**src/rtl/sipo_rx.sv**
```systemverilog
// sipo_rx: serial-in parallel-out receiver.
// Collects a framed serial bitstream into WIDTH-bit words.
// Each finished word is presented on a held parallel output with a
// valid/ready handshake.
// Optional feature macro: SIPO_RX_PARITY_EN. When it is defined, each frame
// carries an even-parity bit after the data bits, and that bit is checked.
module sipo_rx #(
    parameter int WIDTH     = 4,
    parameter bit MSB_FIRST = 1'b1
) (
    input  logic             clk,
    input  logic             rst,
    input  logic             start,
    input  logic             sin,
    input  logic             sin_en,
    output logic [WIDTH-1:0] pout,
    output logic             pout_valid,
    input  logic             pout_ready,
    output logic             busy,
    output logic             overrun,
    output logic             parity_err
);

    localparam int CNT_W = $clog2(WIDTH + 1);

`ifdef SIPO_RX_PARITY_EN
    typedef enum logic [1:0] {
        ST_IDLE   = 2'd0,
        ST_SHIFT  = 2'd1,
        ST_PARITY = 2'd2
    } state_t;
`else
    typedef enum logic [1:0] {
        ST_IDLE  = 2'd0,
        ST_SHIFT = 2'd1
    } state_t;
`endif

    state_t             r_state;
    state_t             w_state_nxt;
    logic [CNT_W-1:0]   r_cnt;
    logic [CNT_W-1:0]   w_cnt_nxt;
    logic [WIDTH-1:0]   r_shift;
    logic [WIDTH-1:0]   w_shift_nxt;
    logic [WIDTH-1:0]   w_shifted;
    logic [WIDTH-1:0]   w_word;
    logic               w_complete;
    logic               w_accept;
`ifdef SIPO_RX_PARITY_EN
    logic               w_perr;
`endif

    // The new bit enters at the end selected by the bit order, so the first bit received finishes at [WIDTH-1] (MSB-first) or at [0] (LSB-first).
    always_comb begin
        if (MSB_FIRST) begin
            w_shifted = {r_shift[WIDTH-2:0], sin};
        end else begin
            w_shifted = {sin, r_shift[WIDTH-1:1]};
        end
    end

    // Next-state logic. It also computes the next count and shift value, and detects a completed word.
    always_comb begin
        w_state_nxt = r_state;
        w_cnt_nxt   = r_cnt;
        w_shift_nxt = r_shift;
        w_complete  = 1'b0;
        w_word      = w_shifted;
`ifdef SIPO_RX_PARITY_EN
        w_perr      = 1'b0;
`endif
        case (r_state)
            ST_IDLE: begin
                // A strobe that arrives with start is not a data bit.
                if (start) begin
                    w_state_nxt = ST_SHIFT;
                    w_cnt_nxt   = '0;
                    w_shift_nxt = '0;
                end
            end
            ST_SHIFT: begin
                if (start) begin
                    // Restart the frame: drop the partial word.
                    w_cnt_nxt   = '0;
                    w_shift_nxt = '0;
                end else if (sin_en) begin
                    w_shift_nxt = w_shifted;
                    if (r_cnt == CNT_W'(WIDTH - 1)) begin
`ifdef SIPO_RX_PARITY_EN
                        w_state_nxt = ST_PARITY;
                        w_cnt_nxt   = CNT_W'(WIDTH);
`else
                        w_complete  = 1'b1;
                        w_state_nxt = ST_IDLE;
                        w_cnt_nxt   = '0;
`endif
                    end else begin
                        w_cnt_nxt = r_cnt + CNT_W'(1);
                    end
                end
            end
`ifdef SIPO_RX_PARITY_EN
            ST_PARITY: begin
                if (start) begin
                    w_state_nxt = ST_SHIFT;
                    w_cnt_nxt   = '0;
                    w_shift_nxt = '0;
                end else if (sin_en) begin
                    // The data bits are already in place, so this strobe carries the parity bit.
                    w_complete  = 1'b1;
                    w_word      = r_shift;
                    w_perr      = ^{r_shift, sin};
                    w_state_nxt = ST_IDLE;
                    w_cnt_nxt   = '0;
                end
            end
`endif
            default: begin
                w_state_nxt = ST_IDLE;
                w_cnt_nxt   = '0;
                w_shift_nxt = '0;
            end
        endcase
    end

    // A completed word may load when the output is empty, or when the held word is taken in the same cycle.
    assign w_accept = !pout_valid || pout_ready;

    // State register.
    always_ff @(posedge clk) begin
        if (rst) begin
            r_state <= ST_IDLE;
        end else begin
            r_state <= w_state_nxt;
        end
    end

    // Bit counter and shift register.
    always_ff @(posedge clk) begin
        if (rst) begin
            r_cnt   <= '0;
            r_shift <= '0;
        end else begin
            r_cnt   <= w_cnt_nxt;
            r_shift <= w_shift_nxt;
        end
    end

    // Output word register: load, drop with sticky overrun, or clear valid on handshake.
    always_ff @(posedge clk) begin
        if (rst) begin
            pout       <= '0;
            pout_valid <= 1'b0;
            overrun    <= 1'b0;
        end else if (w_complete) begin
            if (w_accept) begin
                pout       <= w_word;
                pout_valid <= 1'b1;
            end else begin
                overrun    <= 1'b1;
            end
        end else if (pout_valid && pout_ready) begin
            pout_valid <= 1'b0;
        end
    end

`ifdef SIPO_RX_PARITY_EN
    // Parity status is loaded together with pout, so it always describes the word currently held.
    always_ff @(posedge clk) begin
        if (rst) begin
            parity_err <= 1'b0;
        end else if (w_complete && w_accept) begin
            parity_err <= w_perr;
        end
    end
`else
    assign parity_err = 1'b0;
`endif

    assign busy = (r_state != ST_IDLE);

endmodule
```
**config.mk**
```make
export PLATFORM = sky130hd
export DESIGN_NAME = sipo_rx
export DESIGN_NICKNAME = d
export VERILOG_FILES = /design/src/rtl/sipo_rx.sv
export SDC_FILE = /design/constraint.sdc
export NUM_CORES = 1
export LEC_CHECK = 0
export CAP_MARGIN = 0
export CORE_AREA = 10 10 47 49
export CTS_BUF_LIST = sky130_fd_sc_hd__clkbuf_16
export DETAILED_ROUTE_END_ITERATION = 10
export DIE_AREA = 0 0 57 59
export DONT_BUFFER_PORTS = 1
export PLACE_DENSITY_LB_ADDON = 0.1
export SLEW_MARGIN = 0
export SYNTH_ARGS = -nofsm -noshare
export SYNTH_HDL_FRONTEND = slang
export SYNTH_SLANG_ARGS = --single-unit
```
**constraint.sdc**
```tcl
create_clock -name clk -period 1.4 [get_ports clk]
set_clock_uncertainty 0.05 [all_clocks]
set_input_delay 0.28 -clock clk [delete_from_list [all_inputs] [get_ports clk]]
set_output_delay 0.28 -clock clk [all_outputs]
set_load 0.005 [all_outputs]
```
======== Word-level counts from Yosys, hierarchy flattened ========
Cells that the tools add are included.
operators by class
  mux-type cells .......................... 21
  reduce and logical (&&, ||, !) cells .... 11
  eq/ne operators ......................... 8
  bitwise gates (word level) .............. 1
  add/sub/neg operators ................... 1
operator list
  operator                                                number
  two-way mux 3 bit                                       7
  case mux 3 bit (2 select lines)                         2
  two-way mux 2 bit                                       4
  inequality test 2 bit (second input constant)           4
  AND reduction 2 bit                                     4
  two-way mux 1 bit                                       7
  case mux 2 bit (2 select lines)                         1
  AND reduction 4 bit                                     1
  nonzero test 2 bit                                      2
  adder 3 x 1 -> 3 bit (second input constant)            1
  == test 3 x 2 -> 1 bit (second input constant)          1
  inequality test 3 bit (second input constant)           1
  == test 2 x 1 -> 1 bit (second input constant)          1
  logical NOT 2 bit                                       1
  inequality test 2 x 1 -> 1 bit (second input constant)  1
  logical AND 1 bit                                       1
  logical NOT 1 bit                                       1
  logical OR 1 bit                                        1
  inverter 1 bit                                          1
word-level totals
  register bits after elaboration ......... 14
  output and inout bits ................... 8

======== Logic depth before layout (Yosys ltp) ========
Gate-level depths: netlist of run 1.
  depth in word-level cells ............... 7
  gate-level depth with buffers ........... 4

======== Least setup slack after synthesis of run 1 ========
Ideal clock, no wire load.
  kind .................................... register to register
  from .................................... register r_cnt[0]
  to ...................................... register pout[0]
  path buffers ............................ 0
  path slack .............................. 0.068 ns
  cell stages (with the launch flop) ...... 5
  library setup time ...................... 0.072 ns
  required time ........................... 1.278 ns
  data arrival time ....................... 1.210 ns
  cells stage by stage .................... dfxtp_1 > ha_1 > nand2b_4 > nor4b_4 > mux2i_1
between the ends
  longest elaborated chain between the ends .. 6
ends and longest elaborated chain
  item                           line  source
  start, declared                41    logic [CNT_W-1:0] r_cnt;
  start signal, assigned         144   r_cnt <= w_cnt_nxt;
  == test 3 x 2 -> 1 bit         88    if (r_cnt == CNT_W'(WIDTH - 1)) begin
  two-way mux 1 bit              88
  two-way mux 1 bit              86    end else if (sin_en) begin
  two-way mux 1 bit              82    if (start) begin
  two-way mux 1 bit              72    case (r_state)
  AND reduction 2 bit (no line)  --
  end signal, assigned           157   pout <= w_word;
  end, declared                  16    output logic [WIDTH-1:0] pout,
Every way passes these cells.
A chain may end at the register's enable or synchronous reset.

======== Worst setup path in the final report of run 1 ========
  from .................................... register r_cnt[1]
  to ...................................... register pout[2]
The elaborated chain is that of the path after synthesis.

==> results of run 1 <==
[metrics by stage]
stage	setup TNS (ps)	worst slack (ps)	instance area [um^2]
final	0	83.4	688
after global routing	0	2.11	688
after CTS	0	13.0	673
after detailed placement	-54.8	-26.2	587
after global placement	-20.8	-20.8	587
after floorplan	0	68.0	578
[Yosys cell counts (2+ instances only)]
cell type  instances  area [um^2]
mux2i_1            4         40.0
nand3b_1           2         15.0
clkbuf_1           3         11.3
dfxtp_1           13          260
a21oi_1            7         35.0
nand2_1            8         30.0
nand2b_1          10         62.6
[routing by layer]
layer	vias up	wire length [um]	part of all wire [%]	global-route usage [%]
li1	205	-	-	-
met1	171	473	46	7.18
met2	8	456	44	8.37
met3	0	105	10	3.65
met4	0	0	0	4.03
met5	-	0	0	0
[logic make-up (layout without fill, tap and decap cells)]
| logic type | after synthesis | count (layout) | synth area share, % |
|---|---|---|---|
| mux | 4 | 4 | 6.93 |
| fa+ha+maj | 1 | 1 | 2.16 |
| buf+inv | 5 | 7 | 3.90 |
| other cells | 1 | 1 | 0.649 |
| flops | 13 | 13 | 45.0 |
| simple gates | 28 | 28 | 31.8 |
| compound gates | 9 | 9 | 9.52 |
[layout make-up]
| type | count | area share [%] |
|---|---|---|
| inverter | 1 | 0.545 |
| timing repair buffer | 2 | 2.18 |
| sequential | 13 | 38.2 |
| tap | 16 | 2.91 |
| clock buffer | 3 | 10.9 |
| clock inverter | 1 | 0.545 |
| multi-input combinational | 43 | 44.7 |
[power groups by stage]
stage / registers [mW] / logic (mW) / clock network [mW]
after floorplan: 0.385 / 0.0248 / 0
after global placement: 0.385 / 0.0219 / 0
after detailed placement: 0.385 / 0.0223 / 0
after CTS: 0.379 / 0.0225 / 0.529
after global routing: 0.379 / 0.0249 / 0.550
final: 0.379 / 0.0225 / 0.518
[registers in the layout, indices dropped and copies added, names as in the netlist]
signal and count:
overrun 1, pout 4, pout_valid 1, r_cnt 3
r_shift 3, r_state 1
[worst paths after layout]
check	to	startpoint	depth (start not counted)
worst max-delay path	pout[2]	r_cnt[1]	5
worst min-delay path	pout_valid	rst	1
worst max register to register	pout[2]	r_cnt[1]	5
worst min register to register	r_cnt[2]	r_cnt[2]	2
[placed cells by master (no fill, tap or decap), types with 2 or more instances in the layout]
| cell | n |
|---|---|
| a21oi_1 | 7 |
| dfxtp_1 | 11 |
| clkbuf_16 | 3 |
| mux2i_1 | 4 |
| nand2b_1 | 10 |
| nand2_1 | 8 |
| inv_1 | 2 |
| buf_4 | 2 |
| nand3b_1 | 2 |
| dfxtp_2 | 2 |
[timing repair]
action                                  CTS  global route
gates resized for setup                   0             4
setup buffers                             1             0
endpoints found under the setup margin    4             5
hold buffers                              0             0
pin swaps                                 1             1
==> metrics.yaml, run 1 <==
max_clock_freq_ghz: 0.760
synth_cells: 61
start_kind: "flop"
critPathArrivalTime_ps: 1430
path_max_fanout: 4
ios: 14
drc: 0
status: "completed"
switching_share_pct: 17.3
die_w_um: 57
cts_buffer_depth: 2
power_frac_comb_pct: 2.4
crit_type: "reg2reg"
rsz0062_at_grt: "no"
clk_pin_slew_ps: 40
start_util_pct: 41.2
ys_types: 21
row_count: 14
clkPwrFrac_pct: 56.3
vias: 384
critPathRequiredTime_ps: 1510
die_h_um: 59
antenna_found_initial: 0
min_period_ps: 1320
cts_tree: "yes"
syn_area_um2: 578
max_stage_delay_ps: 350
cp_slowest_cell: "dfxtp_2"
dpl.hpwl_um: 766
power_frac_seq_pct: 41.2
final-max-slew-violation-count: 0
finalSetupViolCount: 0
grt_max_degree: 14
diodes: 0
clockRootBuffer: "clkbuf_16"
synthToLayoutAreaGrowth_pct: 19.0
wl_per_cell_um: 13.1
ant_nets: 0
drive_gt1_share_pct: 20.6
p_switching_mw: 0.159
r2r_slack_ps: 80
synth_flop_cell: "dfxtp_1"
dp.cells: 74
p_per_area_mw_per_mm2: 1340
synth-edff-count: 0
end_kind: "flop"
totalWireLength_um: 1030
dr.first_iter.drc_count: 8
grt_usage_pct: 6.19
cts_buffers: 3
hold_class: "in2reg"
post-route-util_pct: 49.1
regArea_um2: 263
synth_area_per_cell_um2: 9.48
n_fill_cell: 144
p_int_mw: 0.761
clock_latency_ps: 240
fin_crit_sh_pct: 94.0
gp_congestion: 0.772
cellLeakagePower_nw: 0.229
hold_slack_ps: 62.0
layout.nets: 71
viasPerCell: 4.86
grt_pass1_wl_um: 1660
multi_input_area_um2: 308
numPortBuffers: 0
cts_sinks: 13
ys_warn_count: 0
finalHoldViolCount: 0
total_power_mw: 0.920
cp_top_family: "flip-flops"
synth-seq-area-share_pct: 45.0
drv_cap: 0
ir_worst_vdd_mv: 0.564
core_area_mm2: 0.00140
cp_num_buf_inv: 1
final_cell_count_no_fill: 79
crit_chain: "ha_4 -> nand2b_4 -> nor4b_4 -> buf_4 -> mux2i_1"
syn-num-nets: 68
grt-ovfl-total: 0
dieArea_mm2: 0.00336
grt_pass1_vias: 370
htree_levels: 1
ys_async_sr_fraction_pct: 0
synth-seq-cells: 13
dr.pass1.iters: 4
(Power assumes the default switching activity.)
==> inputs of run 2 (changes only) <==
CORE_AREA = 10 10 48 50   (was 10 10 47 49)
DIE_AREA = 0 0 58 60   (was 0 0 57 59)
==> run 2 against run 1 <==
Critical path depth unchanged. First-iteration DRC count is 110% higher. Clock-buffer cell count unchanged. Via count grew 1.8%. Worst setup slack better by 13 ps. Sequential share of layout area down 0.82 points. Largest power group unchanged. Highest routed layer is now met4.
==> metrics.yaml, run 2 (synthesized netlist as in run 1, its figures left out) <==
finalHoldViolCount: 0  # unchanged
grt_usage_pct: 7.14  # was 6.19%
critPathRequiredTime_ps: 1510  # about the same
largest_register_ff_count: 4  # unchanged
htree_levels: 1  # unchanged
ios: 14  # unchanged
dr.pass1.iters: 2  # was 4
r2r_slack_ps: 100  # was 80 ps
diodes: 0  # unchanged
die_h_um: 60  # was 59 um
die_w_um: 58  # was 57 um
antenna_found_initial: 0  # unchanged
grt_max_degree: 14  # unchanged
drive_gt1_share_pct: 23.1  # was 20.6%
regArea_um2: 263  # unchanged
numPortBuffers: 0  # unchanged
dieArea_mm2: 0.00348  # was 0.00336 mm^2
max_clock_freq_ghz: 0.767  # was 0.760 GHz
cellLeakagePower_nw: 0.240  # was 0.229 nW
cts_buffer_depth: 2  # unchanged
crit_type: "reg2reg"  # unchanged
grt_pass1_vias: 387  # was 370
end_kind: "flop"  # unchanged
total_power_mw: 0.920  # about the same
totalWireLength_um: 1060  # was 1030 um
dr.first_iter.drc_count: 17  # was 8
dp_slack_ps: -27.4  # was -26.2 ps
grt-ovfl-total: 0  # unchanged
drv_cap: 0  # unchanged
setup_ws_ps: 96.8  # was 83.4 ps
cts_buffers: 3  # unchanged
final-max-slew-violation-count: 0  # unchanged
gp_congestion: 0.757  # was 0.772
min_period_ps: 1300  # was 1320 ps
clockRootBuffer: "clkbuf_16"  # unchanged
finalSetupViolCount: 0  # unchanged
critPathArrivalTime_ps: 1420  # was 1430 ps
vias: 391  # was 384
p_per_area_mw_per_mm2: 1310  # was 1340 mW/mm^2
ant_nets: 0  # unchanged
clk_pin_slew_ps: 40  # about the same
regMostFlops: "pout"  # unchanged
cts_sinks: 13  # unchanged
dpl.hpwl_um: 778  # was 766 um
fin_crit_sh_pct: 93.1  # was 94.0%
mostFrequentLayoutCell: "dfxtp_1"  # unchanged
status: "completed"  # unchanged
dp.cells: 74  # unchanged
row_count: 14  # unchanged
clock_latency_ps: 240  # about the same
drc: 0  # unchanged
hold_class: "in2reg"  # unchanged
viasPerCell: 4.83  # was 4.86
layout.nets: 73  # was 71
grt_pass1_wl_um: 1910  # was 1660 um
n_fill_cell: 136  # was 144
path_max_fanout: 4  # unchanged
cts_tree: "yes"  # unchanged
ir_worst_vdd_mv: 0.765  # was 0.564 mV
reg_top3: "pout: 4 flops, r_cnt: 3 flops, r_shift: 3 flops"  # unchanged
start_kind: "flop"  # unchanged
core_area_mm2: 0.00144  # was 0.00140 mm^2
wl_per_cell_um: 13.1  # about the same
dpl_cell_area_um2: 587  # unchanged
tns_ps: 0  # unchanged
synthToLayoutAreaGrowth_pct: 21.6  # was 19.0%
start_util_pct: 40.2  # was 41.2%
postLayoutCellArea_um2: 703  # was 688 um^2
final_cell_count_no_fill: 81  # was 79
multi_input_area_um2: 308  # unchanged
layout_common_cells: "11 x dfxtp_1, 10 x nand2b_1, 8 x nand2_1, 7 x a21oi_1"  # was 11 x dfxtp_1, 10 x nand2b_1, 8 x nand2_1, 7 x a21oi_1, 4 x mux2i_1
## run 2: cell types whose count changed in the layout (fill, tap and decap cells not counted), sizes merged
cell  before  now
buf        2    4
## run 2: stage by stage
stage          hold slack (ps)  utilization (%)
4_1_cts                   49.6             46.9
3_5_place_dp               304             40.9
3_3_place_gp               306             40.9
5_1_grt                   49.8             49.0
2_1_floorplan              347                -
6_report                  55.9             49.0
## run 2: final timing paths
check,startpoint,to,cells after the start
max,r_cnt[1],pout[1],5
min,rst,pout_valid,1
max reg2reg,r_cnt[1],pout[1],5
min reg2reg,r_cnt[2],r_cnt[2],2
## run 2: power by group
| part | switching, mW | leakage [nW] | internal, mW |
|---|---|---|---|
| Combinational | 0.0121 | 0.0919 | 0.00996 |
| Clock | 0.144 | 0.0423 | 0.375 |
| Sequential | 0.00415 | 0.106 | 0.375 |
| Total | 0.160 | 0.240 | 0.761 |
## run 2: metal layers
| metal | GRT usage [%] | up-vias | wire (um) | share of wire [%] |
|---|---|---|---|---|
| li1 | - | 206 | - | - |
| met1 | 6.90 | 175 | 437 | 41 |
| met2 | 10.9 | 8 | 504 | 47 |
| met3 | 5.30 | 2 | 112 | 11 |
| met4 | 4.03 | 0 | 9 | 0.85 |
| met5 | 0 | - | 0 | 0 |
## run 2: worst max-delay path, cell delays in order (launching register included)
cell and delay, ps:
dfxtp_2 350, ha_4 150, nand2b_4 70, nor4b_4 240, buf_4 180, mux2i_1 180
## run 2: what timing repair did
action | CTS | global route
hold buffers | 0 | 0
pin swaps | 1 | 2
endpoints found under the setup margin | 4 | 5
gates resized for setup | 0 | 4
buffers inserted | 1 | 2
## run 2: final cells by class
cell class,instances,area share [%]
Multi-Input combinational cell,43,43.8
Sequential cell,13,37.4
Clock buffer,3,10.7
Timing Repair Buffer,4,4.27
Tap cell,16,2.85
Clock inverter,1,0.534
Inverter,1,0.534
